==> src/rtl/addsub_pkg.sv <==
// Shared types and constants for the digit-serial add/subtract unit.
// The FSM state enum, mode encodings and a constant clog2 for sizing counters.
package addsub_pkg;

  typedef enum logic [1:0] {
    IDLE = 2'd0,
    RUN  = 2'd1,
    DONE = 2'd2
  } state_t;

  localparam logic MODE_ADD = 1'b0;
  localparam logic MODE_SUB = 1'b1;

  function automatic int clog2(input int value);
    int res;
    int v;
    res = 0;
    v = value - 1;
    while (v > 0) begin
      res++;
      v = v >> 1;
    end
    return res;
  endfunction

endpackage

==> src/rtl/addsub_digit.sv <==
// One K-bit digit of the add/subtract chain: ripple of full adders or full subtractors.
// c_msb_in exposes the carry/borrow entering bit K-1 so the top can form signed overflow.
module addsub_digit
  import addsub_pkg::*;
#(
  parameter int K = 2
) (
  input  logic [K-1:0] a,
  input  logic [K-1:0] b,
  input  logic         cin,
  input  logic         mode,
  output logic [K-1:0] s,
  output logic         cout,
  output logic         c_msb_in
);

  logic c;

  // In subtract mode c is a borrow: generated when a<b, propagated when a==b.
  always_comb begin
    c        = cin;
    s        = '0;
    c_msb_in = 1'b0;
    for (int i = 0; i < K; i++) begin
      if (i == K - 1) c_msb_in = c;
      s[i] = a[i] ^ b[i] ^ c;
      if (mode == MODE_ADD)
        c = (a[i] & b[i]) | (c & (a[i] ^ b[i]));
      else
        c = (~a[i] & b[i]) | (~(a[i] ^ b[i]) & c);
    end
    cout = c;
  end

endmodule

==> src/rtl/addsub_digit_serial.sv <==
// Multi-cycle N-bit add/subtract processing K bits per clock, LSB digit first,
// with a start/done handshake and registered result plus carry/overflow/zero flags.
module addsub_digit_serial
  import addsub_pkg::*;
#(
  parameter int N = 8,
  parameter int K = 2
) (
  input  logic         clk,
  input  logic         rst_n,
  input  logic         start,
  input  logic         mode,
  input  logic [N-1:0] A,
  input  logic [N-1:0] B,
  output logic         busy,
  output logic         done,
  output logic [N-1:0] R,
  output logic         cout,
  output logic         ovf,
  output logic         zero
);

  localparam int NDIG = N / K;
  localparam int CW   = (NDIG > 1) ? clog2(NDIG) : 1;

  generate
    if ((K < 1) || (K > N) || ((N % K) != 0)) begin : g_bad_cfg
      $error("addsub_digit_serial: K must divide N with 1 <= K <= N");
    end
  endgenerate

  state_t         state;
  logic [N-1:0]   a_sh;
  logic [N-1:0]   b_sh;
  logic [N-1:0]   res_sh;
  logic [N-1:0]   res_next;
  logic           mode_q;
  logic           carry_q;
  logic [CW-1:0]  cnt;
  logic [K-1:0]   dig_s;
  logic           dig_cout;
  logic           dig_msb_in;
  logic           last_digit;

  addsub_digit #(.K(K)) u_digit (
    .a        (a_sh[K-1:0]),
    .b        (b_sh[K-1:0]),
    .cin      (carry_q),
    .mode     (mode_q),
    .s        (dig_s),
    .cout     (dig_cout),
    .c_msb_in (dig_msb_in)
  );

  // Digit results enter from the MSB side so after N/K digits the word is aligned.
  generate
    if (K == N) begin : g_single_digit
      assign res_next = dig_s;
    end else begin : g_multi_digit
      assign res_next = {dig_s, res_sh[N-1:K]};
    end
  endgenerate

  assign last_digit = (cnt == CW'(NDIG - 1));

  // R and the flags are only written on the last RUN edge, so they hold through DONE/IDLE
  // and across a back-to-back operation until it completes.
  always_ff @(posedge clk) begin
    if (!rst_n) begin
      state   <= IDLE;
      a_sh    <= '0;
      b_sh    <= '0;
      res_sh  <= '0;
      mode_q  <= MODE_ADD;
      carry_q <= 1'b0;
      cnt     <= '0;
      busy    <= 1'b0;
      done    <= 1'b0;
      R       <= '0;
      cout    <= 1'b0;
      ovf     <= 1'b0;
      zero    <= 1'b0;
    end else begin
      case (state)
        IDLE, DONE: begin
          done <= 1'b0;
          if (start) begin
            a_sh    <= A;
            b_sh    <= B;
            mode_q  <= mode;
            carry_q <= 1'b0;
            cnt     <= '0;
            busy    <= 1'b1;
            state   <= RUN;
          end else begin
            state <= IDLE;
          end
        end
        RUN: begin
          a_sh    <= a_sh >> K;
          b_sh    <= b_sh >> K;
          res_sh  <= res_next;
          carry_q <= dig_cout;
          cnt     <= cnt + 1'b1;
          if (last_digit) begin
            R     <= res_next;
            cout  <= dig_cout;
            ovf   <= dig_cout ^ dig_msb_in;
            zero  <= (res_next == '0);
            busy  <= 1'b0;
            done  <= 1'b1;
            cnt   <= '0;
            state <= DONE;
          end
        end
        default: begin
          busy  <= 1'b0;
          done  <= 1'b0;
          state <= IDLE;
        end
      endcase
    end
  end

endmodule

==> config.mk <==
export PLATFORM = sky130hd
export DESIGN_NAME = addsub_digit_serial
export DESIGN_NICKNAME = d
export VERILOG_FILES = /design/src/rtl/addsub_pkg.sv /design/src/rtl/addsub_digit.sv /design/src/rtl/addsub_digit_serial.sv
export SDC_FILE = /design/constraint.sdc
export NUM_CORES = 1
export LEC_CHECK = 0
export CELL_PAD_IN_SITES_DETAIL_PLACEMENT = 0
export CELL_PAD_IN_SITES_GLOBAL_PLACEMENT = 1
export CORE_MARGIN = 4
export CORE_UTILIZATION = 42
export DETAILED_ROUTE_END_ITERATION = 7
export GPL_ROUTABILITY_DRIVEN = 0
export PLACE_DENSITY_LB_ADDON = 0.1
export REMOVE_ABC_BUFFERS = 1
export SETUP_SLACK_MARGIN = 0.1
export SYNTH_ARGS = -nofsm -noshare
export SYNTH_HDL_FRONTEND = slang
export SYNTH_SLANG_ARGS = --single-unit
==> constraint.sdc <==
create_clock -name clk -period 4 [get_ports clk]
set_input_delay 0.8 -clock clk [delete_from_list [all_inputs] [get_ports clk]]
set_output_delay 0.8 -clock clk [all_outputs]
set_load 0.02 [all_outputs]
# == Word-level counts from Yosys, hierarchy flattened ==
# Index checks and enable logic that the tools add are counted.
# word_totals
input_bits,20
ff_bits,43
wordCells,66
out_inout_bits,13
# classes
muxes,17
addsub,1
reduce_logical,9
eq_ne,5
n_bitwise,21
# ops
cell,n
$pmux W8 S2,2
$mux W8,2
$reduce_and A2 Y1,5
$and A1 B1 Y1,8
$logic_not A8 Y1,1
$pmux W2 S2,2
$mux W1,6
$mux W2,3
$xor A1 B1 Y1,5
$eq A2 B2 Y1 const B,2
$ne A2 B2 Y1 const B,2
$not A1 Y1,4
$or A1 B1 Y1,4
$pmux W1 S2,2
$add A2 B1 Y2 const B,1
$eq A2 B1 Y1 const B,1
$logic_not A2 Y1,1
$reduce_bool A2 Y1,1
$reduce_or A2 Y1,1

# == Logic depth before layout (Yosys ltp) ==
# Gate-level depths: netlist (run 1).
# depth
word_depth,9
depth_mapped,9
mapped_depth_nobuf,9

# == Cells and area by module ==
# A second synthesis (run 1) with hierarchy kept.
# hier_totals
hier_cells,205
hier_area_um2,1741.7
# by_module_without_submodules
module,area_per_inst_um2,cells_each,seq_area_each_um2,n_inst
addsub_digit_serial,1624.1,195,820.8,1
addsub_digit,117.6,10,0.0,1

# == Least setup slack after synthesis (run 1) ==
# Ideal clock, no wire load.
# synth_path
path_type,reg-to-reg
startpoint,register a_sh[0]
endpoint,register zero
stages_incl_launch_ff,9
period_less_slack_ps,2143
slack_ps,1857
n_path_buf,0
setup_ps,70
required_ps,3930
arrival_time_ps,2073
cell_sequence,dfxtp_1 > inv_1 > fa_1 > nand2b_1 > and2_1 > fa_1 > nor4_1 > nand3_2 > a21boi_1
# synth_via
elab_chain_cells,7
word_cells_on_any_way,13
cone_classes,mux: 1; bitwise: 11; reduce/logical: 1
# synth_lines
item,line_no,source
start: declaration,addsub_digit_serial.sv:33,logic [N-1:0] a_sh;
start signal: assignment,addsub_digit_serial.sv:100,a_sh <= a_sh >> K;
$xor A1 B1 Y1,"addsub_digit.sv:28, addsub_digit.sv:30",
$not A1 Y1,addsub_digit.sv:30,c = (~a[i] & b[i]) | (~(a[i] ^ b[i]) & c);
$and A1 B1 Y1,addsub_digit.sv:30,
$or A1 B1 Y1,addsub_digit.sv:30,
$mux W1 (*),addsub_digit.sv:27,if (mode == MODE_ADD)
$xor A1 B1 Y1 (*),addsub_digit.sv:26,s[i] = a[i] ^ b[i] ^ c;
named net dig_s[1],addsub_digit_serial.sv:40,logic [K-1:0] dig_s;
$logic_not A8 Y1 (*),addsub_digit_serial.sv:109,zero <= (res_next == '0);
end signal: assignment,addsub_digit_serial.sv:109,
end: declaration,addsub_digit_serial.sv:20,output logic zero
# Mark *: on every way through the listed nets, which the timed path passes. The rest lies on a longest branch.
# A chain may end at the register's enable or synchronous reset.

# == Final worst setup path (run 1) ==
# Same ends and word-level chain as after synthesis.

==> results_tabular.tex, run 1 <==
\begin{tabular}{lr}
\hline
Metric & Value \\
\hline
\multicolumn{2}{l}{\textbf{Placed design}} \\
\quad Placed inst area & approximately 2100 µm² \\
\quad Pre-CTS setup slack & 1.37 ns \\
\quad Port Buffer Count & 32 \\
\quad Detailed-placement wirelength estimate & roughly 2400 µm \\
\multicolumn{2}{l}{\textbf{Pwr}} \\
\quad Peak supply drop & about 0.22 mV \\
\quad Power per cell area & $\sim$380 nW/µm² \\
\quad Leakage dissipation & between 0.8 and 0.9 nW \\
\multicolumn{2}{l}{\textbf{Logic synthesis}} \\
\quad Mean Syn Cell Area & 9.49 µm² \\
\quad Synth warnings & 0 \\
\quad Number of synthesized register bits & slightly above 40 \\
\quad Biggest area contributors in the synthesized netlist & dfxtp\_1, nand2\_1, a21boi\_1, o221ai\_2, fa\_1 \\
\quad Synthesized cell area & 1840 µm² \\
\quad Synthesized instance count & 194 \\
\quad Most frequent cells after synthesis & dfxtp\_1, nand2\_1, a21boi\_1 \\
\quad Post-synth EDFFs & 0 \\
\quad Top cell type's share of synthesized area & between 40 and 50\% \\
\quad Synth async-reset ratio & 0\% \\
\quad Flip-flop cell with the highest count after synthesis & dfxtp\_1 \\
\quad Portion of the post-synthesis area used by sequential elements & approximately 45\% \\
\quad Count of cell types in the netlist & 34 \\
\quad Leading cell type by number of instances after synthesis & dfxtp\_1 \\
\quad Dominant cell type by area after synthesis & dfxtp\_1 \\
\multicolumn{2}{l}{\textbf{GRT}} \\
\quad Number of global-route vias before repair & 1,404 \\
\quad Initial antenna violation count & 0 \\
\quad Largest net degree at the start of global routing & 33 \\
\quad Final global-route overflow total & 0 \\
\quad Global-route wire length before repair & 5960 µm \\
\quad Total Routing Usage GR & 14.1\% \\
\multicolumn{2}{l}{\textbf{Routing}} \\
\quad Sum of routed wire length over all layers & 3600 µm \\
\quad Number of vias in the routed layout & 1,456 \\
\quad Final routed wire length divided by cell count & around 13 µm \\
\quad Antenna Violating Nets Remaining & 0 \\
\quad Iter 0 DRT Violations & 38 \\
\quad Via/cell ratio & $\sim$5.4 \\
\quad Number of detailed-routing iterations run before antenna repair & 4 \\
\quad Post-detailed-route DRC marker count & 0 \\
\multicolumn{2}{l}{\textbf{Hold path}} \\
\quad Hold path cells & 2 \\
\quad Hold WC Path Type & flop to flop \\
\multicolumn{2}{l}{\textbf{Die}} \\
\quad Overall die width & 74.2 µm \\
\quad Standard-cell rows & 23 \\
\quad Core area & 4120 µm² \\
\quad Initial standard-cell utilization of the core & 44.7\% \\
\quad Die Height & 74.2 µm \\
\quad Die area & approximately 5500 µm² \\
\quad Io pins & 33 \\
\multicolumn{2}{l}{\textbf{STA}} \\
\quad Count of pins over their slew limit & 0 \\
\quad Post-route setup slack & 1.66 ns \\
\quad Final setup violation count & 0 \\
\quad Largest clock skew in the final design & 0.00312 ns \\
\quad Unrepaired setup endpoints after global routing & no \\
\quad Smallest hold slack & 0.455 ns \\
\quad Shortest clock period the worst path allows after layout & 2.34 ns \\
\quad Number of failing hold endpoints at the final stage & 0 \\
\quad Upper clock frequency limit & 427 MHz \\
\quad Relative slew slack & 21.5\% \\
\quad Tightest Pin Transition & 1.17 ns \\
\quad Share of the cycle needed by the critical path after routing & 58.6\% \\
\quad Fin Setup TNS & 0 ns \\
\multicolumn{2}{l}{\textbf{Setup path}} \\
\quad Slowest cell on the critical path & fa\_1 \\
\quad Crit start category & flop \\
\quad Cell occurring most often along the worst timing path & fa\_1 \\
\quad Crit-path leading delay family & adder cells \\
\quad Number of cells on the critical path & 8 \\
\quad Critical Setup Path Class & flop to flop \\
\quad Worst Path Required & roughly 4.2 ns \\
\quad Critical-path cell list & inv\_1 > fa\_1 > nand2b\_1 > and2\_1 > fa\_1 > nor4\_1 > nand3\_2 > a21boi\_1 \\
\quad Data arrival time of the critical path & 2.57 ns \\
\quad Worst-path maximum fanout & 3 \\
\quad Critical path's largest stage delay & about 0.49 ns \\
\quad Endpoint class of the critical path & flop \\
\quad Crit path buf inv count & 1 \\
\quad Worst reg2reg path depth & 8 \\
\multicolumn{2}{l}{\textbf{Layout}} \\
\quad Count of filler cells inserted in the layout & just under 400 \\
\quad Final Instance Area & 2220 µm² \\
\quad Share of final-layout standard cells stronger than drive strength 1 & 8.60\% \\
\quad Post-Route Utilization & 53.8\% \\
\quad Count of antenna diodes in the layout & 0 \\
\quad Area growth, synth to finish & 20.4\% \\
\quad Layout Nets & 246 \\
\multicolumn{2}{l}{\textbf{Clock tree}} \\
\quad Number of clock sinks & 41 \\
\quad Clock tree from TritonCTS & done \\
\quad Number of levels in the clock H-tree & 2 \\
\quad Number of instances resized during post-cts repair & 0 \\
\quad Post-CTS setup repair buffer count & 0 \\
\quad Number of buffers between clock root and the deepest sink & 2 \\
\quad Clock latency reported for the late side of the worst-skew pair & 0.29 ns \\
\quad Hold-fix buffer count after cts & 0 \\
\quad CTS root buf & clkbuf\_8 \\
\quad CTS clk-pin slew, worst paths & 0.07 ns \\
\quad CTS buffer count & 5 \\
\multicolumn{2}{l}{\textbf{Job}} \\
\quad Max-capacitance violation count & 0 \\
\multicolumn{2}{l}{\textbf{Status}} \\
\quad Result of the run & completed \\
\hline
\end{tabular}
## final timing paths
kind                            startpoint  slack [ns]  endpoint
worst max-delay path               a_sh[0]        1.66      zero
worst min-delay path                  R[0]        0.46      R[0]
worst max register to register     a_sh[0]        1.66      zero
worst min register to register        R[0]        0.46      R[0]
## power by group
part           internal [mW]  total, mW  switching, mW  leakage, nW
Combinational         0.0590      0.124         0.0645        0.442
Sequential             0.430      0.446         0.0163        0.335
Clock                  0.137      0.274          0.137       0.0443
Total                  0.626      0.844          0.218        0.822
## per-layer routing
| metal | GRT usage (%) | wire, µm | vias up |
|---|---|---|---|
| met5 | 0 | 0 | - |
| met4 | 6.64 | 78 | 0 |
| met3 | 3.65 | 186 | 6 |
| met2 | 26.2 | 1800 | 39 |
| met1 | 14.8 | 1530 | 690 |
| li1 | - | - | 721 |
## area by class of cell
type	count	area, µm²	share of cell area (%)
clock buffer	7	86.3	3.90
sequential	41	821	37.0
inverter	6	22.5	1.02
multi-input combinational	133	888	40.1
tap	50	62.6	2.82
timing repair buffer	34	335	15.1
## kinds of logic (layout without fill, tap and decap cells)
logic type	Yosys count	count (layout)	share of synthesized area (%)
flops	41	41	44.6
buf+inv	20	47	7.14
simple gates	82	82	22.1
compound gates	46	46	21.1
fa+ha+maj	5	5	5.03
## stage by stage
stage / cells / power, mW
2_1_floorplan: 180 / 0.529
3_3_place_gp: 264 / 0.577
3_5_place_dp: 264 / 0.580
4_1_cts: 271 / 0.854
5_1_grt: 271 / 0.877
6_report: 271 / 0.844
## registers in the layout (all words and copies together), names as in the netlist
signal   flops
res_sh       6
zero         1
cnt          2
state        2
busy         1
R            8
done         1
mode_q       1
a_sh         8
b_sh         8
ovf          1
cout         1
carry_q      1
## worst reg2reg max path: stages (launching register included)
cell and delay [ns]:
dfxtp_1 0.31, inv_1 0.08, fa_1 0.42, nand2b_1 0.17
and2_1 0.17, fa_1 0.49, nor4_1 0.39, nand3_2 0.10
a21boi_1 0.14
## cells in the final DEF, fill, tap and decap left out, types with 2 or more instances in the layout
master,netlist,layout
fa_1,4,4
nand2_1,34,34
o21ai_0,3,3
o221ai_2,6,6
nor2_1,11,11
inv_1,6,6
a21boi_1,14,14
clkdlybuf4s50_1,0,32
nor3_1,10,10
clkbuf_8,0,6
o221ai_1,6,6
nor4b_1,2,2
nand3_1,7,7
nand2b_1,3,3
a21boi_0,6,6
nor2b_1,5,5
a21oi_1,4,4
o211a_1,4,4
and2_1,2,2
buf_4,2,2
dfxtp_1,41,41
No activity file was read; power rests on OpenSTA's default activity.
==> run 2: changes to the inputs <==
--- a/config.mk
+++ b/config.mk
@@ -8,7 +8,7 @@
 export CELL_PAD_IN_SITES_DETAIL_PLACEMENT = 0
 export CELL_PAD_IN_SITES_GLOBAL_PLACEMENT = 1
 export CORE_MARGIN = 4
-export CORE_UTILIZATION = 42
+export CORE_UTILIZATION = 39
 export DETAILED_ROUTE_END_ITERATION = 7
 export GPL_ROUTABILITY_DRIVEN = 0
 export PLACE_DENSITY_LB_ADDON = 0.1
==> constraint.sdc (replaced) <==
create_clock -name clk -period 2.29 [get_ports clk]
set_input_delay 0.458 -clock clk [delete_from_list [all_inputs] [get_ports clk]]
set_output_delay 0.458 -clock clk [all_outputs]
set_load 0.02 [all_outputs]
==> results_tabular.tex, run 2 (synthesized netlist as in run 1, its figures left out) <==
\begin{tabular}{lr}
\hline
Metric & Value \\
\hline
\multicolumn{2}{l}{\textbf{Setup path}} \\
\quad Critical Setup Path Class & flop to flop \\
\quad Crit start category & flop \\
\quad Data arrival time of the critical path & 2.24 ns (-0.33 ns) \\
\quad Worst-path maximum fanout & 4 (+1) \\
\quad Reg2reg setup slack & 0.25 ns (-1.40 ns) \\
\quad R2R Path End & ovf \\
\quad Critical path's largest stage delay & 0.40 ns (-0.09 ns) \\
\quad Setup crit start & a\_sh[0] \\
\quad Worst reg2reg path depth & 8 (unchanged) \\
\quad Endpoint class of the critical path & flop \\
\quad Critical-path cell list & inv\_2 > fa\_1 > nand2b\_4 > and2\_4 > fa\_2 > nor2b\_4 > o211a\_1 > o31ai\_1 \\
\quad Start of the worst register-to-register path & a\_sh[0] \\
\quad Worst Path Required & 2.49 ns (-1.74 ns) \\
\quad Slowest cell on the critical path & fa\_1 \\
\quad CP endpoint & ovf \\
\multicolumn{2}{l}{\textbf{Routing}} \\
\quad Met2 WL post-DR & 1830 µm (+1.5\%) \\
\quad Total length of routed met3 wires & 161 µm (-13\%) \\
\quad Highest Signal Layer & met4 \\
\quad Number of vias in the routed layout & 1,446 (-0.69\%) \\
\quad Number of detailed-routing iterations run before antenna repair & 4 (unchanged) \\
\quad Post-Route M1 WL & 1680 µm (+10\%) \\
\quad Sum of routed wire length over all layers & 3730 µm (+3.9\%) \\
\quad Antenna Violating Nets Remaining & 0 (unchanged) \\
\quad Final routed wire length divided by cell count & 13.5 µm (+1.6\%) \\
\quad Post-detailed-route DRC marker count & 0 (unchanged) \\
\quad Via/cell ratio & 5.22 (-2.8\%) \\
\quad Iter 0 DRT Violations & 27 (-29\%) \\
\multicolumn{2}{l}{\textbf{Clock tree}} \\
\quad CTS clk-pin slew, worst paths & 0.07 ns (about the same) \\
\quad Clock latency reported for the late side of the worst-skew pair & 0.29 ns (about the same) \\
\quad CTS buffer count & 5 (unchanged) \\
\quad Number of clock sinks & 41 (unchanged) \\
\quad CTS root buf & clkbuf\_8 \\
\quad Hold-fix buffer count after cts & 0 (unchanged) \\
\quad Number of buffers between clock root and the deepest sink & 2 (unchanged) \\
\quad Number of levels in the clock H-tree & 2 (unchanged) \\
\quad Clock tree from TritonCTS & done \\
\multicolumn{2}{l}{\textbf{STA}} \\
\quad Unrepaired setup endpoints after global routing & no \\
\quad Fin Setup TNS & 0 ns (unchanged) \\
\quad Relative slew slack & 75.5\% (+54 points) \\
\quad Final setup violation count & 0 (unchanged) \\
\quad Upper clock frequency limit & 491 MHz (+15\%) \\
\quad Count of pins over their slew limit & 0 (unchanged) \\
\quad Largest clock skew in the final design & 0.00619 ns (+0.00307 ns) \\
\quad Post-route setup slack & 0.254 ns (-1.40 ns) \\
\quad Tightest Pin Transition & 0.362 ns (-0.811 ns) \\
\quad Share of the cycle needed by the critical path after routing & 88.9\% (+30 points) \\
\quad Number of failing hold endpoints at the final stage & 0 (unchanged) \\
\quad Shortest clock period the worst path allows after layout & 2.04 ns (-0.308 ns) \\
\multicolumn{2}{l}{\textbf{Hold path}} \\
\quad Hold WC Path Type & flop to flop \\
\multicolumn{2}{l}{\textbf{GRT}} \\
\quad Largest net degree at the start of global routing & 42 (+27\%) \\
\quad Final global-route overflow total & 0 (unchanged) \\
\quad Number of global-route vias before repair & 1,396 (-0.57\%) \\
\quad Total Routing Usage GR & 13.2\% (-0.95 points) \\
\quad Initial antenna violation count & 0 (unchanged) \\
\quad Global-route wire length before repair & 6240 µm (+4.7\%) \\
\multicolumn{2}{l}{\textbf{Layout}} \\
\quad Area growth, synth to finish & 24.3\% \\
\quad Most frequent cells in the layout & dfxtp\_1, nand2\_1, clkdlybuf4s50\_1 \\
\quad Most common cell after layout, fill and taps aside & dfxtp\_1 \\
\quad Count of antenna diodes in the layout & 0 (unchanged) \\
\quad Biggest registers after layout & R: 8 flops, a\_sh: 8 flops, b\_sh: 8 flops \\
\quad Final cell count without fillers & 277 (+2.2\%) \\
\quad Share of final-layout standard cells stronger than drive strength 1 & 13.3\% (+4.7 points) \\
\quad Layout Nets & 249 (+1.2\%) \\
\quad Final Instance Area & 2290 µm² (+3.2\%) \\
\multicolumn{2}{l}{\textbf{Die}} \\
\quad Die Height & 76.7 µm (+3.4\%) \\
\quad Initial standard-cell utilization of the core & 41.1\% (-3.6 points) \\
\quad Core area & 4470 µm² (+8.7\%) \\
\quad Standard-cell rows & 24 (+4.3\%) \\
\quad Overall die width & 76.7 µm (+3.4\%) \\
\quad Io pins & 33 (unchanged) \\
\quad Die area & 5880 µm² (+6.8\%) \\
\multicolumn{2}{l}{\textbf{Pwr}} \\
\quad Peak supply drop & 0.381 mV (+74\%) \\
\quad Power Total & 1.48 mW (+75\%) \\
\quad Leakage dissipation & 0.846 nW (+2.9\%) \\
\quad Power per cell area & 646 nW/µm² (+70\%) \\
\multicolumn{2}{l}{\textbf{Status}} \\
\quad Result of the run & completed \\
\multicolumn{2}{l}{\textbf{Job}} \\
\quad Max-capacitance violation count & 0 (unchanged) \\
\multicolumn{2}{l}{\textbf{Placed design}} \\
\quad Detailed-placement wirelength estimate & 2530 µm (+4.1\%) \\
\quad Port Buffer Count & 32 (unchanged) \\
\quad Pre-CTS setup slack & 0.00440 ns (-1.37 ns) \\
\quad Placed inst area & 2160 µm² (+1.4\%) \\
\quad Post-placement cell count & 268 (+1.5\%) \\
\hline
\end{tabular}
run 2: metal layers:
metal / global-route usage [%] / vias to the layer above
met2: 22.7 / 34
met1: 15.0 / 674
li1: - / 731
met5: 0 / -
met3: 3.40 / 7
met4: 6.52 / 0
run 2: worst max-delay path, delay by kind of cell, from the launching register on:
kind / cells / cell delay (ns)
adders and majority gates: 2 / 0.72
DFF: 1 / 0.32
buffers and inverters: 1 / 0.05
and+or+nand+nor: 3 / 0.44
AOI/OAI and AO/OA: 2 / 0.42
run 2: through the flow:
step           utilization [%]  hold slack, ns
5_1_grt                   51.1           0.474
6_report                  51.1           0.451
3_3_place_gp              48.3           0.441
2_1_floorplan                -           0.444
3_5_place_dp              48.3           0.444
4_1_cts                   50.3           0.455
run 2: what timing repair did:
action | CTS | global route
pin swaps | 1 | 1
setup endpoints to repair | 2 | 4
gates resized for setup | 2 | 9
gates cloned | 0 | 0
setup buffers | 0 | 1
run 2: final cells by class:
class,count,area (µm²)
timing repair buffer,37,370
fill,436,2190
tap,52,65.1
sequential,41,823
clock buffer,8,80.1
multi-input combinational,133,926
inverter,6,22.5
run 2: where the power goes:
group | leakage [nW] | internal (mW) | total [mW] | switching (mW)
sequential | 0.336 | 0.752 | 0.783 | 0.0308
clock | 0.0395 | 0.217 | 0.451 | 0.234
combinational | 0.471 | 0.122 | 0.243 | 0.122
total | 0.846 | 1.09 | 1.48 | 0.387
run 2: worst min-delay path by stage:
| stage | start | to | slack [ns] | depth (start not counted) |
|---|---|---|---|---|
| detailed placement | R[1] | R[1] | 0.44 | 2 |
| global placement | R[1] | R[1] | 0.44 | 2 |
| CTS | R[1] | R[1] | 0.45 | 2 |
| global route | R[5] | R[5] | 0.47 | 2 |
| floorplan | res_sh[3] | R[1] | 0.44 | 2 |
| finish | R[0] | R[0] | 0.45 | 2 |
